File: config.mk
export PLATFORM = sky130hd
export DESIGN_NAME = uart_tx_sb_ctrl
export DESIGN_NICKNAME = d
export VERILOG_FILES = /design/src/rtl/uart_tx_sb_ctrl.sv
export SDC_FILE = /design/constraint.sdc
export NUM_CORES = 1
export LEC_CHECK = 0
export ABC_AREA = 0
export CAP_MARGIN = 20
export CORE_MARGIN = 2
export CORE_UTILIZATION = 50
export CTS_CLUSTER_DIAMETER = 150
export DETAILED_ROUTE_END_ITERATION = 10
export GPL_TIMING_DRIVEN = 1
export HOLD_SLACK_MARGIN = 0.08
export PLACE_DENSITY = 0.8
export SLEW_MARGIN = 0
export SYNTH_ARGS = -nofsm -noshare
export SYNTH_HDL_FRONTEND = slang
export SYNTH_SLANG_ARGS = --single-unit
File: constraint.sdc
create_clock -name clk_i -period 8.6 [get_ports clk_i]
set_input_delay 0.86 -clock clk_i [delete_from_list [all_inputs] [get_ports clk_i]]
set_output_delay 0.86 -clock clk_i [all_outputs]
set_load 0.02 [all_outputs]
File: src/rtl/uart_tx_sb_ctrl.sv
// uart_tx_sb_ctrl
// Bus-mapped UART transmitter: 8 data bits LSB first, optional even parity,
// one or two stop bits. A small register file sits on the system bus; the
// serialiser FSM drives a registered tx_o so the line never sees decode glitches.
//
// state     | meaning
// ----------+---------------------------------------------------------
// ST_IDLE   | line high, waiting for a data write
// ST_START  | start bit (low) for baud_div cycles
// ST_DATA   | 8 data bits from shift_q[0], baud_div cycles each
// ST_PARITY | even parity bit of the byte, baud_div cycles
// ST_STOP   | stop bit(s) high, baud_div cycles each, one or two bits

module uart_tx_sb_ctrl #(
  parameter logic [15:0] DEFAULT_DIV = 16'd87
) (
  input  logic        clk_i,
  input  logic        rst_i,
  input  logic        req_i,
  input  logic        write_enable_i,
  input  logic [31:0] addr_i,
  input  logic [31:0] write_data_i,
  output logic [31:0] read_data_o,
  output logic        ready_o,
  output logic        tx_o
);

  localparam logic [23:0] OFF_DATA   = 24'h00_0000;
  localparam logic [23:0] OFF_BUSY   = 24'h00_0004;
  localparam logic [23:0] OFF_DIV    = 24'h00_0008;
  localparam logic [23:0] OFF_PARITY = 24'h00_000C;
  localparam logic [23:0] OFF_STOP   = 24'h00_0010;
  localparam logic [23:0] OFF_RST    = 24'h00_0024;

  typedef enum logic [2:0] {
    ST_IDLE,
    ST_START,
    ST_DATA,
    ST_PARITY,
    ST_STOP
  } state_t;

  state_t      state_q, state_d;
  logic [15:0] baud_cnt_q, baud_cnt_d;
  logic [2:0]  bit_cnt_q, bit_cnt_d;
  logic        stop_cnt_q, stop_cnt_d;
  logic [7:0]  shift_q, shift_d;
  logic        par_q, par_d;
  logic        tx_q, tx_d;

  logic [15:0] baud_div_q;
  logic        parity_en_q;
  logic        stopbit_q;

  logic        ready_q;
  logic [31:0] read_data_q, read_data_d;

  logic [23:0] off;
  logic        wr, rd, idle;
  logic        data_wr_ok, div_wr_ok, par_wr_ok, stop_wr_ok, soft_rst;
  logic        baud_tc;

  // Upper address byte is always zero and data bits above 15 carry nothing.
  logic        unused_bits;
  assign unused_bits = ^{addr_i[31:24], write_data_i[31:16]};

  assign off  = addr_i[23:0];
  assign wr   = req_i & write_enable_i;
  assign rd   = req_i & ~write_enable_i;
  assign idle = (state_q == ST_IDLE);

  // Config is only writable while idle, so the live registers stay frozen for
  // the whole frame and serve as the frame's latched settings.
  assign data_wr_ok = wr && (off == OFF_DATA) && idle;
  assign div_wr_ok  = wr && (off == OFF_DIV) && idle && (write_data_i[15:1] != 15'd0);
  assign par_wr_ok  = wr && (off == OFF_PARITY) && idle;
  assign stop_wr_ok = wr && (off == OFF_STOP) && idle;
  assign soft_rst   = wr && (off == OFF_RST) && write_data_i[0];

  assign baud_tc = (baud_cnt_q == (baud_div_q - 16'd1));

  // Configuration registers.
  always_ff @(posedge clk_i or posedge rst_i) begin
    if (rst_i) begin
      baud_div_q  <= DEFAULT_DIV;
      parity_en_q <= 1'b0;
      stopbit_q   <= 1'b0;
    end else if (soft_rst) begin
      baud_div_q  <= DEFAULT_DIV;
      parity_en_q <= 1'b0;
      stopbit_q   <= 1'b0;
    end else begin
      if (div_wr_ok)  baud_div_q  <= write_data_i[15:0];
      if (par_wr_ok)  parity_en_q <= write_data_i[0];
      if (stop_wr_ok) stopbit_q   <= write_data_i[0];
    end
  end

  // Read data mux; unmapped and write-only offsets read as zero.
  always_comb begin
    read_data_d = 32'd0;
    case (off)
      OFF_BUSY:   read_data_d = {31'd0, ~idle};
      OFF_DIV:    read_data_d = {16'd0, baud_div_q};
      OFF_PARITY: read_data_d = {31'd0, parity_en_q};
      OFF_STOP:   read_data_d = {31'd0, stopbit_q};
      default:    read_data_d = 32'd0;
    endcase
  end

  // Bus response: ready follows every request by one cycle, including the
  // soft-reset write itself so the requester never stalls waiting for it.
  always_ff @(posedge clk_i or posedge rst_i) begin
    if (rst_i) begin
      ready_q     <= 1'b0;
      read_data_q <= 32'd0;
    end else begin
      ready_q <= req_i;
      if (soft_rst)
        read_data_q <= 32'd0;
      else if (rd)
        read_data_q <= read_data_d;
    end
  end

  // Serialiser next-state logic; tx_d is derived from the next state so the
  // line register changes on the same edge as the state.
  always_comb begin
    state_d    = state_q;
    baud_cnt_d = baud_cnt_q;
    bit_cnt_d  = bit_cnt_q;
    stop_cnt_d = stop_cnt_q;
    shift_d    = shift_q;
    par_d      = par_q;
    tx_d       = 1'b1;

    if (state_q != ST_IDLE) begin
      if (baud_tc)
        baud_cnt_d = 16'd0;
      else
        baud_cnt_d = baud_cnt_q + 16'd1;
    end

    case (state_q)
      ST_IDLE: begin
        if (data_wr_ok) begin
          shift_d    = write_data_i[7:0];
          par_d      = ^write_data_i[7:0];
          baud_cnt_d = 16'd0;
          bit_cnt_d  = 3'd0;
          stop_cnt_d = 1'b0;
          state_d    = ST_START;
        end
      end
      ST_START: begin
        if (baud_tc) state_d = ST_DATA;
      end
      ST_DATA: begin
        if (baud_tc) begin
          shift_d = {1'b0, shift_q[7:1]};
          if (bit_cnt_q == 3'd7) begin
            bit_cnt_d = 3'd0;
            state_d   = parity_en_q ? ST_PARITY : ST_STOP;
          end else begin
            bit_cnt_d = bit_cnt_q + 3'd1;
          end
        end
      end
      ST_PARITY: begin
        if (baud_tc) state_d = ST_STOP;
      end
      ST_STOP: begin
        if (baud_tc) begin
          if (stopbit_q && !stop_cnt_q) begin
            stop_cnt_d = 1'b1;
          end else begin
            stop_cnt_d = 1'b0;
            state_d    = ST_IDLE;
          end
        end
      end
      default: state_d = ST_IDLE;
    endcase

    case (state_d)
      ST_START:  tx_d = 1'b0;
      ST_DATA:   tx_d = shift_d[0];
      ST_PARITY: tx_d = par_d;
      default:   tx_d = 1'b1;
    endcase
  end

  // Serialiser state and line register; soft reset aborts any frame in flight.
  always_ff @(posedge clk_i or posedge rst_i) begin
    if (rst_i) begin
      state_q    <= ST_IDLE;
      baud_cnt_q <= 16'd0;
      bit_cnt_q  <= 3'd0;
      stop_cnt_q <= 1'b0;
      shift_q    <= 8'd0;
      par_q      <= 1'b0;
      tx_q       <= 1'b1;
    end else if (soft_rst) begin
      state_q    <= ST_IDLE;
      baud_cnt_q <= 16'd0;
      bit_cnt_q  <= 3'd0;
      stop_cnt_q <= 1'b0;
      shift_q    <= 8'd0;
      par_q      <= 1'b0;
      tx_q       <= 1'b1;
    end else begin
      state_q    <= state_d;
      baud_cnt_q <= baud_cnt_d;
      bit_cnt_q  <= bit_cnt_d;
      stop_cnt_q <= stop_cnt_d;
      shift_q    <= shift_d;
      par_q      <= par_d;
      tx_q       <= tx_d;
    end
  end

  assign tx_o        = tx_q;
  assign ready_o     = ready_q;
  assign read_data_o = read_data_q;

endmodule

==> impl_results.md <==
- Minimum clock period: 3.423 ns
- Setup Skew: 0.009792 ns
- Initial drt markers: 199
- FMAX: 292.1 MHz
- Post-DP HPWL: 7402 µm
- Final ANT Viol Nets: 0
- Max Root-Sink Buffers: 2
- Top post-synthesis cells by area: dfrtp_1, xor2_1, nor2_1
- FF-to-FF End: baud_div_q[7]
- Hold-critical path endpoint: read_data_o[11]
- Clk sinks: 68
- CP Data Required Time: 8.82 ns
- Die Wd: 95.20 µm
- Number of global-route vias before repair: 3,455
- Slew margin rel.: 35.65%
- Post-layout total power: 656.8 µW
- Final count of pins violating max slew: 0
- H-Tree Depth: 3
- Final nets: 577
- Post-CTS Setup Bufs: 0
- Worst path arrival time: 3.64 ns
- First-pass GRT wire length: 16,830 µm
- IO Port Bufs: 61
- Peak supply drop: 89.62 µV
- Post-CTS resize count: 0
- Fillers: 697
- Ratio of cells with drive above 1 in the final layout: 7.451%
- Num CTS Buffers: 9
- Worst path max stage delay: 0.83 ns
- Residual DRC: 0
- Flop pwr share: 48.7%
- Outcome: complete, no violations
- Pre-antenna DRT Iters: 5
- Clk network pwr share: 44.0%
- Slew @ Worst Pin: 0.9578 ns
- Drt total wl: 10,150 µm
- Worst min-delay path category: reg2reg
- Routed length per instance: 16.50 µm
- Leak: 2.119 nW
- Reg2Reg Depth: 6
- Cell Chain, Critical Path: clkdlybuf4s50_1, nor4_1, nand4_1, nor2_1, nand2_1, nor4b_1, and3_1, mux2i_1, nor2_1
- Die Area: 0.009063 mm²
- CTS tree: built
- Power share of the combinational group: 7.3%
- Synthesized area per cell: 9.121 µm²
- Synthesis Warnings: 0
- Dominant cell type by area after synthesis: dfrtp_1
- Final setup TNS: 0 ns
- Critical path endpoint category: register
- RSZ-0062 raised after global routing: no
- Final Hold Vio Count: 0
- P&R area growth vs syn: 19.37%
- P_sw: 143.8 µW
- Core Box Area: 0.008134 mm²
- Post-route insts no fill: 615
- Hold Path Stages: 1
- CP dominant cell by count: nor2_1
- Clock transition at path regs: 0.07 ns
- Slowest-stage cell, CP: and3_1
- Die Y: 95.20 µm
- Total congestion overflow: 0
- FFs w/ async S/R, synth: 100.0%
- # diodes: 0
- Synth Instances: 456
- Hold_sp: read_data_o[11]
- Routed via count: 3,611
- Final Setup Violations: 0
- Setup crit start kind: primary input
- Hold_buf cts: 0
- Number of synthesized flops with an enable pin: 0
- Reg-to-reg startpoint: state_q[1]
- Reg2reg setup slack: 5.38 ns
- Initial core utilization: 51.13%
- Commonest cells in the netlist: dfrtp_1, nor2_1, nand2_1
- Cell-internal power: 513.0 µW
- Maxcap violations: 0
- Global-route usage over all layers: 23.78%
- Cell variety after synth: 59
- Top-count cell post-synth: dfrtp_1
- Sw Ratio: 21.89%
- Vias/cell: 5.872
- Worst skew pair latency: 0.34 ns
- Main synth FF type: dfrtp_1
- Largest net degree at the start of global routing: 69
- GPL Wtd Cong: 0.9235
- Yosys top cell area share: 37.30%
- Setup CP Type: in2reg
- Io pins: 102
- Final Cycle Share: 39.81%
- Post-synthesis sequential element count: 68
- Placed instance count: 599
- Core Rows: 33
- Root Driver: clkbuf_8
- Initial antenna violation count: 0
- Register area share after synthesis: 41.10%
- Power per cell area: 132.3 mW/mm²
- Crit-path max FO: 31
- Syn Std Cell Area: 0.004159 mm²
[area by class of cell]
type	instances	area [µm²]	share of cell area (%)
clock buffers	11	141.4	2.848
clock inverters	5	75.07	1.512
inverters	6	22.52	0.4536
multi-input cells	357	2260	45.51
flip-flops and latches	68	1709	34.43
well taps	105	131.4	2.646
repair buffers	63	625.6	12.60
[layer usage]
| metal | GRT usage [%] | vias to the layer above | part of all wire (%) |
|---|---|---|---|
| li1 | - | 1715 | - |
| met1 | 31.36 | 1747 | 45 |
| met2 | 39.26 | 125 | 48 |
| met3 | 3.715 | 24 | 4.3 |
| met4 | 9.420 | 0 | 2.2 |
| met5 | 0 | - | 0 |
[worst max-delay path by stage]
stage	slack, ns	endpoint	from
3_3_place_gp	4.88	baud_div_q[7]	addr_i[15]
4_1_cts	5.20	baud_div_q[5]	addr_i[15]
3_5_place_dp	4.85	baud_div_q[5]	addr_i[8]
2_1_floorplan	5.82	stop_cnt_q	baud_div_q[9]
5_1_grt	4.79	baud_div_q[9]	addr_i[16]
6_report	5.18	baud_div_q[7]	addr_i[15]
[state kept, by name, indices dropped and copies added, names as in the netlist]
| name | cells |
|---|---|
| baud_cnt_q | 16 |
| baud_div_q | 16 |
| read_data_o | 16 |
| shift_q | 8 |
| bit_cnt_q | 3 |
| state_q | 3 |
| par_q | 1 |
| parity_en_q | 1 |
| ready_o | 1 |
| stop_cnt_q | 1 |
| stopbit_q | 1 |
| tx_o | 1 |
[per-stage QoR]
step | hold slack (ns) | cell area [µm²] | setup WS, ns | utilization (%)
floorplan | 0.4735 | 4215 | 5.818 | -
finish | 0.5046 | 4965 | 5.177 | 61.04
CTS | 0.5089 | 4965 | 5.199 | 61.04
global placement | 0.4880 | 4748 | 4.878 | 58.38
detailed placement | 0.4937 | 4748 | 4.851 | 58.38
global route | 0.5152 | 4965 | 4.788 | 61.04
[cell usage in the layout (no fill, tap or decap), types with 9 or more instances in the layout]
cell type        synthesis  final
dfrtp_1                 62     62
nand4_1                 11     11
o21ai_0                 18     18
and3_1                  15     15
nand3_1                 10     10
a22o_1                  16     16
nor3_1                  12     12
clkdlybuf4s50_1          0     61
nor2_1                  50     50
nand2b_1                 9      9
nor4_1                  13     12
xnor2_1                 15     15
clkbuf_8                 0     10
conb_1                   1     16
nand2_1                 46     46
a21oi_1                 12     12
xor2_1                  23     23
[power groups by stage]
stage	clock network [mW]	registers (mW)	logic [mW]
final	0.289	0.320	0.0477
after global routing	0.306	0.320	0.0522
after CTS	0.292	0.320	0.0481
after detailed placement	0	0.326	0.0480
after global placement	0	0.326	0.0475
after floorplan	0	0.326	0.0254
[logic make-up after synthesis]
family	count (synthesis)	synth area share, %
buf+inv	46	6.077
compound gates	86	15.31
fa+ha+maj	4	1.203
mux	9	2.196
other cells	1	0.09017
xor+xnor	38	8.002
simple gates	204	26.02
flops	68	41.10
[worst max-delay path: cells and delay by family]
family	cells	cell delay [ns]
multiplexers	1	0.26
AND/OR/NAND/NOR	7	2.13
buffers and inverters	1	0.40
Note: power is estimated with default switching activity, not from simulation.
